<file path="config.mk">
export PLATFORM = sky130hd
export DESIGN_NAME = ram32_port_arbiter
export DESIGN_NICKNAME = d
export VERILOG_FILES = /design/src/rtl/ram32_port_arbiter.sv
export SDC_FILE = /design/constraint.sdc
export NUM_CORES = 1
export LEC_CHECK = 0
export CAP_MARGIN = 30
export CORE_AREA = 10 10 110 112
export CTS_CLUSTER_SIZE = 24
export DETAILED_ROUTE_END_ITERATION = 10
export DIE_AREA = 0 0 120 122
export PLACE_DENSITY = 0.8
export SYNTH_ARGS = -nofsm -noshare
export SYNTH_HDL_FRONTEND = slang
export SYNTH_SLANG_ARGS = --single-unit
</file>
<file path="constraint.sdc">
create_clock -name CLK -period 1.8 [get_ports CLK]
set_input_delay 0.18 -clock CLK [delete_from_list [all_inputs] [get_ports CLK]]
set_output_delay 0.18 -clock CLK [all_outputs]
set_load 0.01 [all_outputs]
</file>
<file path="src/rtl/ram32_port_arbiter.sv">
// Front-end controller for the 32x32 dual-port RAM macro: post-reset zero-fill,
// round-robin A/B arbitration onto R/W port 0, read-only requester R on port 1.
module ram32_port_arbiter #(
  parameter int unsigned ADDR_W        = 5,
  parameter int unsigned DATA_W        = 32,
  parameter int unsigned INIT_ON_RESET = 1
) (
  input  logic              CLK,
  input  logic              RST_N,
  output logic              init_done,

  input  logic              a_req_valid,
  output logic              a_req_ready,
  input  logic [ADDR_W-1:0] a_req_addr,
  input  logic [3:0]        a_req_we,
  input  logic [DATA_W-1:0] a_req_wdata,
  output logic              a_rsp_valid,
  output logic [DATA_W-1:0] a_rsp_rdata,

  input  logic              b_req_valid,
  output logic              b_req_ready,
  input  logic [ADDR_W-1:0] b_req_addr,
  input  logic [3:0]        b_req_we,
  input  logic [DATA_W-1:0] b_req_wdata,
  output logic              b_rsp_valid,
  output logic [DATA_W-1:0] b_rsp_rdata,

  input  logic              r_req_valid,
  output logic              r_req_ready,
  input  logic [ADDR_W-1:0] r_req_addr,
  output logic              r_rsp_valid,
  output logic [DATA_W-1:0] r_rsp_rdata,

  output logic              ram_en0,
  output logic [ADDR_W-1:0] ram_a0,
  output logic [3:0]        ram_we0,
  output logic [DATA_W-1:0] ram_di0,
  input  logic [DATA_W-1:0] ram_do0,
  output logic              ram_en1,
  output logic [ADDR_W-1:0] ram_a1,
  input  logic [DATA_W-1:0] ram_do1
);

  typedef enum logic [1:0] {IDLE, INIT, RUN} state_t;

  state_t            state_q, state_d;
  logic [ADDR_W-1:0] cnt_q, cnt_d;
  logic              prio_b_q, prio_b_d;
  logic              grant_a, grant_b, r_fire;

  // Next state, arbitration and macro drive
  always_comb begin
    state_d     = state_q;
    cnt_d       = cnt_q;
    prio_b_d    = prio_b_q;
    grant_a     = 1'b0;
    grant_b     = 1'b0;
    r_fire      = 1'b0;
    a_req_ready = 1'b0;
    b_req_ready = 1'b0;
    r_req_ready = 1'b0;
    ram_en0     = 1'b0;
    ram_a0      = '0;
    ram_we0     = '0;
    ram_di0     = '0;
    ram_en1     = 1'b0;
    ram_a1      = '0;
    unique case (state_q)
      IDLE: state_d = (INIT_ON_RESET != 0) ? INIT : RUN;
      INIT: begin
        ram_en0 = 1'b1;
        ram_we0 = 4'hF;
        ram_a0  = cnt_q;
        cnt_d   = cnt_q + 1'b1;
        if (cnt_q == '1) state_d = RUN;
      end
      RUN: begin
        r_req_ready = 1'b1;
        r_fire      = r_req_valid;
        grant_a     = a_req_valid && (!b_req_valid || !prio_b_q);
        grant_b     = b_req_valid && (!a_req_valid ||  prio_b_q);
        a_req_ready = grant_a;
        b_req_ready = grant_b;
        if (grant_a) begin
          prio_b_d = 1'b1;
          ram_a0   = a_req_addr;
          ram_we0  = a_req_we;
          ram_di0  = a_req_wdata;
        end else if (grant_b) begin
          prio_b_d = 1'b0;
          ram_a0   = b_req_addr;
          ram_we0  = b_req_we;
          ram_di0  = b_req_wdata;
        end
        // Port 0 must be enabled on R cycles too: the macro only refreshes Do1 on EN0.
        ram_en0 = grant_a || grant_b || r_fire;
        ram_en1 = r_fire;
        if (r_fire) ram_a1 = r_req_addr;
      end
      default: state_d = IDLE;
    endcase
  end

  always_ff @(posedge CLK or negedge RST_N) begin
    if (!RST_N) begin
      state_q     <= IDLE;
      cnt_q       <= '0;
      prio_b_q    <= 1'b0;
      init_done   <= 1'b0;
      a_rsp_valid <= 1'b0;
      b_rsp_valid <= 1'b0;
      r_rsp_valid <= 1'b0;
    end else begin
      state_q     <= state_d;
      cnt_q       <= cnt_d;
      prio_b_q    <= prio_b_d;
      init_done   <= (state_d == RUN);
      a_rsp_valid <= grant_a;
      b_rsp_valid <= grant_b;
      r_rsp_valid <= r_fire;
    end
  end

  // Read data comes straight from the macro's latched outputs
  assign a_rsp_rdata = ram_do0;
  assign b_rsp_rdata = ram_do0;
  assign r_rsp_rdata = ram_do1;

endmodule
</file>
; Word-level counts from Yosys, hierarchy flattened
; Cells that the tools add are included.
[op_classes]
n_addsub = 1
n_eq_ne = 4
muxes = 20
n_reduce_logical = 12
[op_table]
columns = cell, n
row1 = $mux W32, 3
row2 = $mux W5, 4
row3 = $pmux W5 S2, 1
row4 = $mux W4, 2
row5 = $pmux W4 S2, 1
row6 = $mux W1, 6
row7 = $pmux W2 S3, 1
row8 = $add A5 B1 Y5 const B, 1
row9 = $eq A5 B5 Y1 const B, 1
row10 = $eq A2 B2 Y1 const B, 2
row11 = $logic_or A1 B1 Y1, 4
row12 = $logic_not A1 Y1, 3
row13 = $eq A2 B1 Y1 const B, 1
row14 = $logic_and A1 B1 Y1, 2
row15 = $logic_not A2 Y1, 1
row16 = $mux W2, 1
row17 = $pmux W1 S2, 1
row18 = $reduce_and A2 Y1, 1
row19 = $reduce_bool A2 Y1, 1
[totals]
ff_bits = 12
in_bits = 156
output_inout_bits = 151
wordCells = 44

; Longest topological paths before layout
[logic_depth]
depth_word = 6
depth_mapped = 6

; Worst setup path after synthesis
; Ideal clock, no wire load.
[synth_path]
path_kind = register -> output
startpoint = reg state_q[0]
endpoint = out ram_di0[25]
arrival_ns = 1.537
slack_ns = 0.083
stages_incl_launch_ff = 7
path_buffers = 1
cell_sequence = dfrtp_1 -> inv_1 -> ha_1 -> nand2_4 -> a21oi_4 -> buf_6 -> a22o_1
[synth_between]
elab_chain_len = 2
[synth_lines]
columns = item, line_no
row1 = from (decl), 46  ; state_t state_q, state_d;
row2 = from (signal assigned), 114  ; state_q <= state_d;
row3 = $eq A2 B2 Y1, 68  ; unique case (state_q)
row4 = $mux W32, 68
row5 = to (decl), 37  ; output logic [DATA_W-1:0] ram_di0,
; Every way passes these cells.

; Worst setup path after layout
[layout_path]
startpoint = reg state_q[1]
endpoint = out ram_di0[15]
; Same word-level chain as after synthesis.

==> results.txt <==
The run finished, with violations left. The final reports fail on setup timing. Among cell families on the critical path, the largest total delay comes from buffers and inverters.

The share of synthesized registers carrying an async set or reset works out to 1.000. The hold violation total from the final report is 0. Clock tree root buffer cell: clkbuf_8. The internal portion of the total power is 966.0 µW. The run gives 1742 as the number of vias in the routed layout. The run gives 0.219 as the power share of the clock group. STA puts the critical path data required time at 1.62 ns. The count of boundary I/O pins was 307. The worst min-delay path category is input pin to async pin.

Data arrival at the endpoint of the critical path: 1.85 ns. By count the netlist is led by 96 x buf_4, 24 x a22o_1, 12 x dfrtp_1, 9 x a221o_1, 8 x a22o_2. Routability-driven placement finished with a final weighted congestion of 0.7633.

The end-of-flow core utilization is 0.3084. The nature of the critical path startpoint is a flop. From bottom edge to top edge, the die measures 122 µm.

The DRC violations left was 0; the worst path buffer plus inverter count was 5. The logs give 493.0 MHz for the achievable frequency and 0.01464 mm² for the die footprint. The most frequent cell after synthesis was buf_4.

The share of cells above drive strength 1 came out at 0.4113. Setup violations remaining at the end of the flow were counted as 44. The signal on the critical path passes through buf_6 > ha_4 > nand2_4 > a21oi_4 > buf_12 > buf_8 > buf_16 > a22o_1 > buf_2. By startpoint and endpoint, the worst setup path is classified as flop to primary output. The horizontal die dimension works out to 120 µm. The wire-length estimate of the detail-placed layout is 6870 µm.

After the first detailed-routing iteration, the DRC count stood at 50. In this design, the stage delay of the slowest critical-path cell is 0.40 ns. Maximum fanout along the worst path: 8.

TritonCTS built the clock tree. The total count of max-transition violations in the final report was 0; the logic gate share of total power was 0.574. The fraction of post-synthesis cell area in the top cell type by area was 0.3832.

The post-route non-filler standard cell count was 418; the clock transition at the register clock pins on the worst setup and hold paths after CTS was 0.06 ns. The run gives 0 as the remaining global-route overflow. The clock reaches the later pin of the worst-skew pair after 0.25 ns. In this run the static leakage power is 1.412 nW.

The sequential group share of total power is 0.208, and the area overhead of the layout relative to synthesis is 64.74%. After filler insertion, the fill cell instance count of the layout stands at 1034. Using the TritonRoute via totals, the vias-per-cell ratio works out to 4.167. The cell area power density is 445.3 mW/mm².

The run gives 2016 as the number of global-route vias before repair. The number of antenna violations at the first check in global routing was 0. A synthesized cell averages 9.264 µm². The final period utilization works out to 1.127.

Worst clock skew: 0.002582 ns. The library cell with the largest summed area after synthesis is buf_4. The net count of the finished layout is 445.

After synthesis, the cell types taking the most area are buf_4 38%, dfrtp_1 16%, a22o_1 11%, a221o_1 4.8%, a22o_2 4.3%. The buffer levels on the longest clock path was 2. The run gives 3 as the number of buffers added by the clock tree synthesis step.

The switching power as a share of total power is 0.2998, and the largest net degree at the start of global routing is 34. Total of hold buffers inserted after clock tree synthesis: 0. The relative slew slack is 0.6431, and the post-detailed-route wirelength per cell is 20.83 µm.

The switching power was 413.6 µW. The logs give 1 for the level count of the clock H-tree and 0 for the synthesis warning total. Setup repair after global routing could not meet its margin everywhere. The run gives 0.002849 mm² as the post-placement cell area. The tools report the minimum setup slack in the final design as -0.2285 ns.

At the pin with the least slew margin, the transition time is 0.5336 ns. VDD sags by at most 0.0001992 V. The gate count of the mapped netlist came out at 203. The logs give 0.1597 for the sequential fraction of the synthesis area and 0 for the final antenna diode count. The first global-routing pass estimated 12270 µm of wire.

Counting every net in the synthesized netlist gives 365. The number of sinks on the clock net is 12. Counting I/O delays and the setup requirement, the final critical path takes 2.028 ns. Among all flip-flop cells after synthesis, the most frequent one is dfrtp_1. The max-capacitance violation count is 0, and the count of TritonRoute iterations in the first routing pass is 4. The slowest stage of the critical path belongs to the cell dfrtp_1. The starting utilization of the core area was 0.1872; the total of flip-flops plus latches after synthesis was 12. The final total negative setup slack is -7.897 ns, and the site row count is 37. The area of all placed cells without fillers was 0.003098 mm². After detailed routing, the total wire length is 8705 µm.

Counting tap cells, the placed design contains a total of 396 instances. Post-synthesis cell type count: 28. In this run the remaining antenna-violating nets after routing total 0.

The synthesized netlist occupies a cell area of 0.001881 mm². The tools report the total global routing track utilization as 0.1060. In this run, synthesis inferred 0 flip-flops with an integrated enable. On the final layout, the worst hold slack is 0.2837 ns.

During placement, the flow inserted port buffers numbering 146. The total area inside the core boundary comes to 0.01005 mm². The category of the worst setup path capture point is a primary output.
state kept, by name, summed over array words and instances (netlist names):
signal       count
a_rsp_valid      1
b_rsp_valid      1
cnt_q            5
init_done        1
prio_b_q         1
r_rsp_valid      1
state_q          2
area by class of cell:
type                    instances  area [µm²]  share of cell area
inverters                       5       21.27            0.006866
multi-input cells              83       860.8              0.2779
flip-flops and latches         12       300.3             0.09693
clock buffers                   4       55.05             0.01777
well taps                     136       170.2             0.05493
repair buffers                178        1690              0.5456
what timing repair did:
| action | in CTS | in global routing |
|---|---|---|
| setup buffers | 11 | 6 |
| endpoints found under the setup margin | 51 | 45 |
| pin swaps | 31 | 3 |
| gates resized for setup | 220 | 19 |
| gates cloned | 3 | 0 |
path summary, 6_finish.rpt:
path                       startpoint              to  slack, ns  depth (start not counted)
max                        state_q[1]     ram_di0[15]      -0.23                          9
min                             RST_N        cnt_q[3]       0.28                          1
max reg2reg                state_q[1]        cnt_q[1]       0.23                          5
min reg2reg                  cnt_q[3]        cnt_q[3]       0.50                          1
max in group asynchronous       RST_N      state_q[0]       1.16                          1
min in group CLK           ram_do1[0]  r_rsp_rdata[0]       0.36                          0
kinds of logic after synthesis:
logic type / count (synthesis) / synth area share
buf+inv: 108 / 0.4318
compound gates: 51 / 0.2635
simple gates: 21 / 0.07918
flops: 12 / 0.1597
fa+ha+maj: 6 / 0.03992
xor+xnor: 3 / 0.01397
mux: 2 / 0.01198
through the flow:
step,power [mW],setup slack [ns]
floorplan,0.7661,0.08255
global placement,1.018,-0.4593
detailed placement,1.028,-0.4857
CTS,1.385,-0.2390
global route,1.454,-0.2949
finish,1.380,-0.2285
power groups by stage:
stage                     sequential (mW)  combinational, mW  clock, mW
final                               0.286              0.792      0.302
after global routing                0.287              0.843      0.324
after CTS                           0.286              0.789      0.309
after detailed placement            0.290              0.738          0
after global placement              0.291              0.727          0
after floorplan                     0.293              0.473          0
cells in the final DEF, fill, tap and decap left out, types with 2 or more instances in the layout:
master and instances:
buf_12 5, buf_8 3, dfrtp_1 12, and3_2 6
a21oi_4 2, buf_2 32, a22o_4 7, a22o_1 24
o21ai_0 3, xnor2_1 2, clkbuf_8 4, ha_4 2
a221o_1 9, nor2b_1 2, a211oi_4 2, and3_1 6
mux2_2 2, inv_2 2, clkbuf_2 5, and2_4 2
buf_16 3, clkdlybuf4s50_1 95, buf_6 16, buf_4 17
inv_1 2, nand2_4 2, ha_1 3
routing by layer:
layer,up-vias,routed length [µm],global-route usage
met5,-,0,0
met3,35,970,0.05134
met1,811,3219,0.1190
li1,786,-,-
met2,110,4333,0.1737
met4,0,181,0.03469
No activity file was read; power rests on OpenSTA's default activity.
